--- src/rtl/dpll_pkg.sv ---
// dpll_pkg: state encoding, freq_select codes and width helper shared by
// dpll_ctrl and dpll_phase_meter.
package dpll_pkg;

    typedef enum logic [2:0] {
        ST_IDLE    = 3'd0,
        ST_PLL_RST = 3'd1,
        ST_ACQUIRE = 3'd2,
        ST_LOCKED  = 3'd3,
        ST_FAULT   = 3'd4
    } dpll_state_e;

    localparam logic [1:0] FSEL_X8 = 2'b00;
    localparam logic [1:0] FSEL_X4 = 2'b01;
    localparam logic [1:0] FSEL_X2 = 2'b10;

    // Bits needed to hold values 0..max_val (at least 1).
    function automatic int unsigned cnt_w(input int unsigned max_val);
        return (max_val < 1) ? 1 : $clog2(max_val + 1);
    endfunction

endpackage

--- src/rtl/dpll_phase_meter.sv ---
// dpll_phase_meter: synchronizes the reference and feedback clocks, and
// counts XOR phase-error cycles over fixed windows. done_o pulses on the
// last cycle of each window with count_o holding that window's total,
// including the last cycle's sample.
module dpll_phase_meter
    import dpll_pkg::*;
#(
    parameter int unsigned WIN_CYCLES = 64
) (
    input  logic                            clk_i,
    input  logic                            rst_ni,
    input  logic                            run_i,
    input  logic                            restart_i,
    input  logic                            clk_fin_i,
    input  logic                            pll_fout_i,
    output logic                            done_o,
    output logic [cnt_w(WIN_CYCLES)-1:0]    count_o
);

    localparam int unsigned CW = cnt_w(WIN_CYCLES);
    localparam int unsigned PW = cnt_w(WIN_CYCLES - 1);
    localparam logic [CW-1:0] WIN_SAT  = CW'(WIN_CYCLES);
    localparam logic [PW-1:0] POS_LAST = PW'(WIN_CYCLES - 1);

    logic [1:0]    fin_sync_q;
    logic [1:0]    fout_sync_q;
    logic [PW-1:0] pos_q;
    logic [CW-1:0] acc_q;
    logic [CW-1:0] acc_sum;
    logic          err;

    assign err     = fin_sync_q[1] ^ fout_sync_q[1];
    assign acc_sum = (acc_q == WIN_SAT) ? acc_q : acc_q + CW'(err);
    assign done_o  = run_i && (pos_q == POS_LAST);
    assign count_o = acc_sum;

    // Two-flop synchronizers for both asynchronous clock inputs.
    always_ff @(posedge clk_i or negedge rst_ni) begin
        if (!rst_ni) begin
            fin_sync_q  <= '0;
            fout_sync_q <= '0;
        end else begin
            fin_sync_q  <= {fin_sync_q[0], clk_fin_i};
            fout_sync_q <= {fout_sync_q[0], pll_fout_i};
        end
    end

    // Window position and error accumulator; cleared when idle, on restart
    // and after each completed window.
    always_ff @(posedge clk_i or negedge rst_ni) begin
        if (!rst_ni) begin
            pos_q <= '0;
            acc_q <= '0;
        end else if (!run_i || restart_i || done_o) begin
            pos_q <= '0;
            acc_q <= '0;
        end else begin
            pos_q <= pos_q + 1'b1;
            acc_q <= acc_sum;
        end
    end

endmodule

--- src/rtl/dpll_ctrl.sv ---
// dpll_ctrl: PLL reset sequencing, lock detection and freq_select handshake.
// Optional loss-of-lock monitor enabled by defining DPLL_CTRL_LOSS_MON_EN.
module dpll_ctrl
    import dpll_pkg::*;
#(
    parameter int unsigned RST_CYCLES      = 16,
    parameter int unsigned WIN_CYCLES      = 64,
    parameter int unsigned LOCK_THRESH     = 8,
    parameter int unsigned LOCK_WINDOWS    = 4,
    parameter int unsigned TIMEOUT_WINDOWS = 32
) (
    input  logic                         wb_clk_i,
    input  logic                         wb_rst_ni,
    input  logic                         enable_i,
    input  logic [1:0]                   freq_req_i,
    input  logic                         freq_req_valid_i,
    output logic                         freq_req_ready_o,
    input  logic                         clk_fin_i,
    input  logic                         pll_fout_i,
    output logic                         pll_rst_o,
    output logic [1:0]                   pll_freq_sel_o,
    output logic                         out_gate_o,
    output logic                         locked_o,
    output logic                         fault_o,
    output logic [2:0]                   state_o,
    output logic [cnt_w(WIN_CYCLES)-1:0] err_count_o
);

    localparam int unsigned EW = cnt_w(WIN_CYCLES);
    localparam int unsigned RW = cnt_w(RST_CYCLES - 1);
    localparam int unsigned GW = cnt_w(LOCK_WINDOWS);
    localparam int unsigned TW = cnt_w(TIMEOUT_WINDOWS);
    localparam logic [RW-1:0] RST_LAST  = RW'(RST_CYCLES - 1);
    localparam logic [GW-1:0] LOCK_N    = GW'(LOCK_WINDOWS);
    localparam logic [TW-1:0] TIMEOUT_N = TW'(TIMEOUT_WINDOWS);
    localparam logic [EW-1:0] THRESH_N  = EW'(LOCK_THRESH);

    dpll_state_e   state_q, state_d;
    logic [1:0]    sel_q, sel_d;
    logic [RW-1:0] rst_cnt_q, rst_cnt_d;
    logic [GW-1:0] good_q, good_d, good_nxt;
    logic [TW-1:0] total_q, total_d, total_nxt;
    logic [EW-1:0] errc_q, errc_d;
    logic          pll_rst_q, lock_q, fault_q;
    logic          win_done, restart, accept, meter_run;
    logic [EW-1:0] win_err;
`ifdef DPLL_CTRL_LOSS_MON_EN
    logic [GW-1:0] bad_q, bad_d;
`endif

    assign freq_req_ready_o = (state_q == ST_IDLE) || (state_q == ST_LOCKED);
    assign accept           = freq_req_valid_i && freq_req_ready_o;
    assign meter_run        = (state_q == ST_ACQUIRE) || (state_q == ST_LOCKED);
    assign good_nxt         = (win_err <= THRESH_N) ? good_q + 1'b1 : '0;
    assign total_nxt        = total_q + 1'b1;

    assign pll_rst_o      = pll_rst_q;
    assign pll_freq_sel_o = sel_q;
    assign out_gate_o     = lock_q;
    assign locked_o       = lock_q;
    assign fault_o        = fault_q;
    assign state_o        = state_q;
    assign err_count_o    = errc_q;

    dpll_phase_meter #(
        .WIN_CYCLES(WIN_CYCLES)
    ) u_meter (
        .clk_i     (wb_clk_i),
        .rst_ni    (wb_rst_ni),
        .run_i     (meter_run),
        .restart_i (restart),
        .clk_fin_i (clk_fin_i),
        .pll_fout_i(pll_fout_i),
        .done_o    (win_done),
        .count_o   (win_err)
    );

    // Next-state, lock/timeout evaluation and request handling.
    always_comb begin
        state_d   = state_q;
        sel_d     = sel_q;
        rst_cnt_d = rst_cnt_q;
        good_d    = good_q;
        total_d   = total_q;
        errc_d    = errc_q;
`ifdef DPLL_CTRL_LOSS_MON_EN
        bad_d     = bad_q;
`endif
        unique case (state_q)
            ST_IDLE: begin
                rst_cnt_d = '0;
                if (enable_i) state_d = ST_PLL_RST;
            end
            ST_PLL_RST: begin
                if (rst_cnt_q == RST_LAST) state_d = ST_ACQUIRE;
                else rst_cnt_d = rst_cnt_q + 1'b1;
            end
            ST_ACQUIRE: begin
                if (win_done) begin
                    good_d  = good_nxt;
                    total_d = total_nxt;
                    if (good_nxt == LOCK_N) state_d = ST_LOCKED;
                    else if (total_nxt == TIMEOUT_N) state_d = ST_FAULT;
                end
            end
            ST_LOCKED: begin
                if (accept && (freq_req_i != sel_q)) state_d = ST_ACQUIRE;
`ifdef DPLL_CTRL_LOSS_MON_EN
                if (win_done) begin
                    bad_d = (win_err > THRESH_N) ? bad_q + 1'b1 : '0;
                    if (bad_d == LOCK_N) state_d = ST_ACQUIRE;
                end
`endif
            end
            ST_FAULT: ;
            default: state_d = ST_IDLE;
        endcase
        if (win_done) errc_d = win_err;
        if (accept) sel_d = freq_req_i;
        if (!enable_i) state_d = ST_IDLE;
        // Any entry into ACQUIRE (PLL reset, freq change, lock loss) restarts
        // the window and the lock/timeout bookkeeping.
        restart = (state_d == ST_ACQUIRE) && (state_q != ST_ACQUIRE);
        if (restart) begin
            good_d  = '0;
            total_d = '0;
        end
`ifdef DPLL_CTRL_LOSS_MON_EN
        if ((state_d == ST_LOCKED) && (state_q != ST_LOCKED)) bad_d = '0;
`endif
    end

    // State, counters and registered outputs derived from the next state.
    always_ff @(posedge wb_clk_i or negedge wb_rst_ni) begin
        if (!wb_rst_ni) begin
            state_q   <= ST_IDLE;
            sel_q     <= FSEL_X8;
            rst_cnt_q <= '0;
            good_q    <= '0;
            total_q   <= '0;
            errc_q    <= '0;
            pll_rst_q <= 1'b1;
            lock_q    <= 1'b0;
            fault_q   <= 1'b0;
        end else begin
            state_q   <= state_d;
            sel_q     <= sel_d;
            rst_cnt_q <= rst_cnt_d;
            good_q    <= good_d;
            total_q   <= total_d;
            errc_q    <= errc_d;
            pll_rst_q <= (state_d == ST_IDLE) || (state_d == ST_PLL_RST) ||
                         (state_d == ST_FAULT);
            lock_q    <= (state_d == ST_LOCKED);
            fault_q   <= (state_d == ST_FAULT);
        end
    end

`ifdef DPLL_CTRL_LOSS_MON_EN
    // Consecutive bad-window count while locked.
    always_ff @(posedge wb_clk_i or negedge wb_rst_ni) begin
        if (!wb_rst_ni) bad_q <= '0;
        else            bad_q <= bad_d;
    end
`endif

endmodule

--- config.mk ---
export PLATFORM = sky130hd
export DESIGN_NAME = dpll_ctrl
export DESIGN_NICKNAME = d
export VERILOG_FILES = /design/src/rtl/dpll_pkg.sv /design/src/rtl/dpll_phase_meter.sv /design/src/rtl/dpll_ctrl.sv
export SDC_FILE = /design/constraint.sdc
export NUM_CORES = 1
export LEC_CHECK = 0
export CAP_MARGIN = 10
export CORE_MARGIN = 2
export CORE_UTILIZATION = 40
export DETAILED_ROUTE_END_ITERATION = 16
export PLACE_DENSITY_LB_ADDON = 0.05
export REMOVE_ABC_BUFFERS = 1
export SETUP_SLACK_MARGIN = 0.05
export SLEW_MARGIN = 10
export SYNTH_ARGS = -nofsm -noshare
export SYNTH_HDL_FRONTEND = slang
export SYNTH_SLANG_ARGS = --single-unit
--- constraint.sdc ---
create_clock -name wb_clk_i -period 3 [get_ports wb_clk_i]
set_input_delay 0.6 -clock wb_clk_i [delete_from_list [all_inputs] [get_ports wb_clk_i]]
set_output_delay 0.6 -clock wb_clk_i [all_outputs]
set_load 0.005 [all_outputs]
==> impl_metrics.py <==
metrics = {
    "grt": {
        "grt_pass1_vias": 1588,
        "antenna_found_initial": 0,
        "gr-total-overflow": 0,
        "grt_pass1_wl_um": 7270,
        "grt_usage": 0.151,
        "grt_start_max_net_pins": 46,
    },
    "floorplanning": {
        "rows": 26,
        "io-pin-count": 25,
        "die_w_um": 77.1,
        "initial_utilization": 0.416,
        "core_area_um2": 5140,
        "fp.dieH_um": 77.1,
        "dieArea_um2": 5950,
    },
    "run_status": {
        "status": "finished, final reports clean",
    },
    "detailed_routing": {
        "route.detailed.drc": 0,
        "vias_per_cell": 5.06,
        "wirelength_um": 3890,
        "first_pass_iters": 4,
        "vias": 1489,
        "ant_nets": 0,
        "post_drt_wl_per_cell_um": 13.2,
        "drt_iter0_markers": 85,
    },
    "logic_synthesis": {
        "netlist_top_cells_area": "dfrtp_1 51%, xor2_1 4.5%, nor2_1 3.9%, ha_1 3.5%, nand2_1 3.0%",
        "synth_top_family_by_area": "simple AND/OR/NAND/NOR gates",
        "synth-adder-area-share": 0.0351,
        "synth_top_cell_area_share": 0.515,
        "syn_inst": 200,
        "synth_edf_count": 0,
        "netlist_area_um2": 2140,
        "synth-compound-area-share": 0.128,
        "synthArstFlopShare": 1.00,
        "ys_types": 42,
        "syn_avg_cell_area_um2": 10.7,
        "synth_xor_area_frac": 0.0737,
        "synth-simple-area-share": 0.188,
        "synth-seq-area-share": 0.527,
        "yosysWarnings": 0,
        "synth.mux.area_fraction": 0.0211,
        "yosys.area.top_type": "dfrtp_1",
        "ys_ff_latch": 45,
        "ys.flop_type": "dfrtp_1",
    },
    "final_layout": {
        "num_antenna_cells": 0,
        "design_area_um2": 2510,
        "synthToLayoutAreaGrowth_pct": 17.5,
        "drive_gt1_frac": 0.103,
        "fin_nets": 237,
    },
    "cts": {
        "numCtsBuffers": 5,
        "cts_setup_buffers": 0,
        "clock_latency_ns": 0.29,
        "cts-root-buf": "clkbuf_8",
        "clk_path_buf_depth": 2,
        "ctsHoldBuffers": 0,
        "clock-sinks": 45,
        "clk_pin_slew_ns": 0.08,
        "cts_tree": "done",
        "htreeDepth": 2,
        "cts_resized": 0,
    },
    "pwr": {
        "p_sw_uw": 235,
        "vdd_ir_drop_max_uv": 176,
        "intPower_uw": 808,
        "powerDensity_nw_per_um2": 415,
        "p_seq_frac": 0.601,
        "comb_power_share": 0.057,
        "leakagePower_uw": 0.00106,
        "swShare": 0.225,
        "p_clk_frac": 0.342,
    },
    "critical_path": {
        "path_class": "reg -> reg",
        "cp_top_family": "simple AND/OR/NAND/NOR gates",
        "cp_max_fo": 5,
        "crit_chain": "xor2_1, ha_1, ha_1, xor2_1, nor3_1, o2111ai_4, or4b_1, a31oi_1",
        "slowest_delay_ns": 0.49,
        "reg2reg_slack_ns": 0.63,
        "r2r-end": "good_q[2]$_DFFE_PN0P_",
        "worstReg2RegStart": "u_meter.fout_sync_q[1]$_DFF_PN0_",
        "worst_setup_path_start_kind": "flop",
        "worstPathBufferInverterCount": 0,
        "worstSetupEndpointType": "flop",
        "required_ns": 3.21,
        "reg2reg_depth": 8,
        "crit_slowest_cell": "or4b_1",
        "path_depth": 8,
        "arrival_ns": 2.59,
    },
    "placement": {
        "port_buffers": 24,
        "post_dp_cell_area_um2": 2430,
        "place_hpwl_um": 2860,
        "gp_congestion": 0.779,
    },
    "run": {
        "cap_violations": 0,
    },
    "sta": {
        "setup_viol": 0,
        "finalCritPeriodShare": 0.791,
        "fmax_ghz": 0.422,
        "report.final.slew_viol_count": 0,
        "hold_viol": 0,
        "period_needed_ns": 2.37,
        "setup_tns_ns": 0,
        "clock_skew_ns": 0.00440,
        "max_slew_margin": 0.363,
        "worst_pin_slew_ns": 0.956,
        "rsz0062_at_grt": "false",
    },
    "min_path": {
        "min_from": "u_meter.fin_sync_q[0]$_DFF_PN0_",
        "hold-path-endpoint": "u_meter.fin_sync_q[1]$_DFF_PN0_",
        "min_path_cells": 0,
        "hold_class": "reg -> reg",
    },
}
-- cell type report --
class                           instances  area, um2
Fill cell                             503       2630
Sequential cell                        45       1130
Multi-Input combinational cell        143        953
Timing Repair Buffer                   26        250
Tap cell                               70       87.6
Clock buffer                            5       68.8
Clock inverter                          3       17.5
Inverter                                2       7.51
-- metrics by stage --
stage / setup WS, ns / total power (uW) / utilization / instances / hold slack (ns)
after floorplan: 0.799 / 661 / - / 190 / 0.304
after global placement: 0.709 / 698 / 0.472 / 286 / 0.341
after detailed placement: 0.631 / 700 / 0.472 / 286 / 0.335
after CTS: 0.622 / 1060 / 0.489 / 294 / 0.354
after global routing: 0.466 / 1100 / 0.489 / 294 / 0.378
final: 0.628 / 1040 / 0.489 / 294 / 0.353
-- registers in the layout, summed over array words and instances, names as in the netlist, 3 cells and up --
signal / count
u_meter.acc_q: 7
rst_cnt_q: 4
total_q: 6
u_meter.pos_q: 6
state_o: 3
good_q: 3
err_count_o: 7
-- worst max path at each step --
stage | slack [ns] | end | start
2_1_floorplan | 0.80 | good_q[2]$_DFFE_PN0P_ | u_meter.fout_sync_q[1]$_DFF_PN0_
3_3_place_gp | 0.71 | good_q[2]$_DFFE_PN0P_ | u_meter.fout_sync_q[1]$_DFF_PN0_
3_5_place_dp | 0.63 | good_q[2]$_DFFE_PN0P_ | u_meter.fout_sync_q[1]$_DFF_PN0_
4_1_cts | 0.62 | good_q[2]$_DFFE_PN0P_ | u_meter.fout_sync_q[1]$_DFF_PN0_
5_1_grt | 0.47 | good_q[2]$_DFFE_PN0P_ | u_meter.fout_sync_q[1]$_DFF_PN0_
6_report | 0.63 | good_q[2]$_DFFE_PN0P_ | u_meter.fout_sync_q[1]$_DFF_PN0_
-- Yosys cell counts, types with 2 or more instances --
master / count
a21boi_0: 2
a21oi_1: 5
a22o_1: 5
a31oi_1: 2
and2_1: 3
and3_1: 6
clkbuf_1: 7
dfrtp_1: 44
ha_1: 6
inv_1: 2
mux2_2: 4
nand2_1: 17
nand2b_1: 2
nand3_1: 8
nand3b_1: 2
nor2_1: 22
nor3_1: 5
nor3b_1: 4
o211ai_1: 2
o21ai_0: 12
o31ai_1: 2
or4b_1: 2
xnor2_1: 7
xor2_1: 11
-- power by group through the flow --
stage / logic (uW) / registers [uW] / clock network [uW]
after floorplan: 23.2 / 638 / 0
after global placement: 59.7 / 638 / 0
after detailed placement: 61.2 / 639 / 0
after CTS: 61.3 / 627 / 376
after global routing: 67.9 / 630 / 405
final: 59.4 / 627 / 356
-- routing by layer --
metal	GRT usage	part of all wire	up-vias
met5	0	0	-
met1	0.194	0.49	723
met2	0.256	0.47	17
li1	-	-	743
met3	0.0353	0.028	6
met4	0.0429	0.013	0
-- cell families (layout without fill, tap and decap cells) --
| logic type | Yosys count | after routing |
|---|---|---|
| fa+ha+maj | 6 | 6 |
| xor+xnor | 18 | 18 |
| simple gates | 78 | 78 |
| compound gates | 37 | 37 |
| flops | 45 | 45 |
| buf+inv | 12 | 36 |
| mux | 4 | 4 |
-- cell usage in the layout (no fill, tap or decap), types with 3 or more instances in the layout --
cell type / instances
xnor2_1: 7
nor2_1: 22
dfrtp_1: 44
nand2_1: 17
ha_1: 6
o21ai_0: 12
xor2_1: 11
nor3b_1: 4
clkdlybuf4s50_1: 23
mux2_2: 4
nand3_1: 8
and2_1: 3
a21oi_1: 5
a22o_1: 5
nor3_1: 5
and3_1: 6
clkbuf_8: 5
Power figures use the tool's default switching activity.
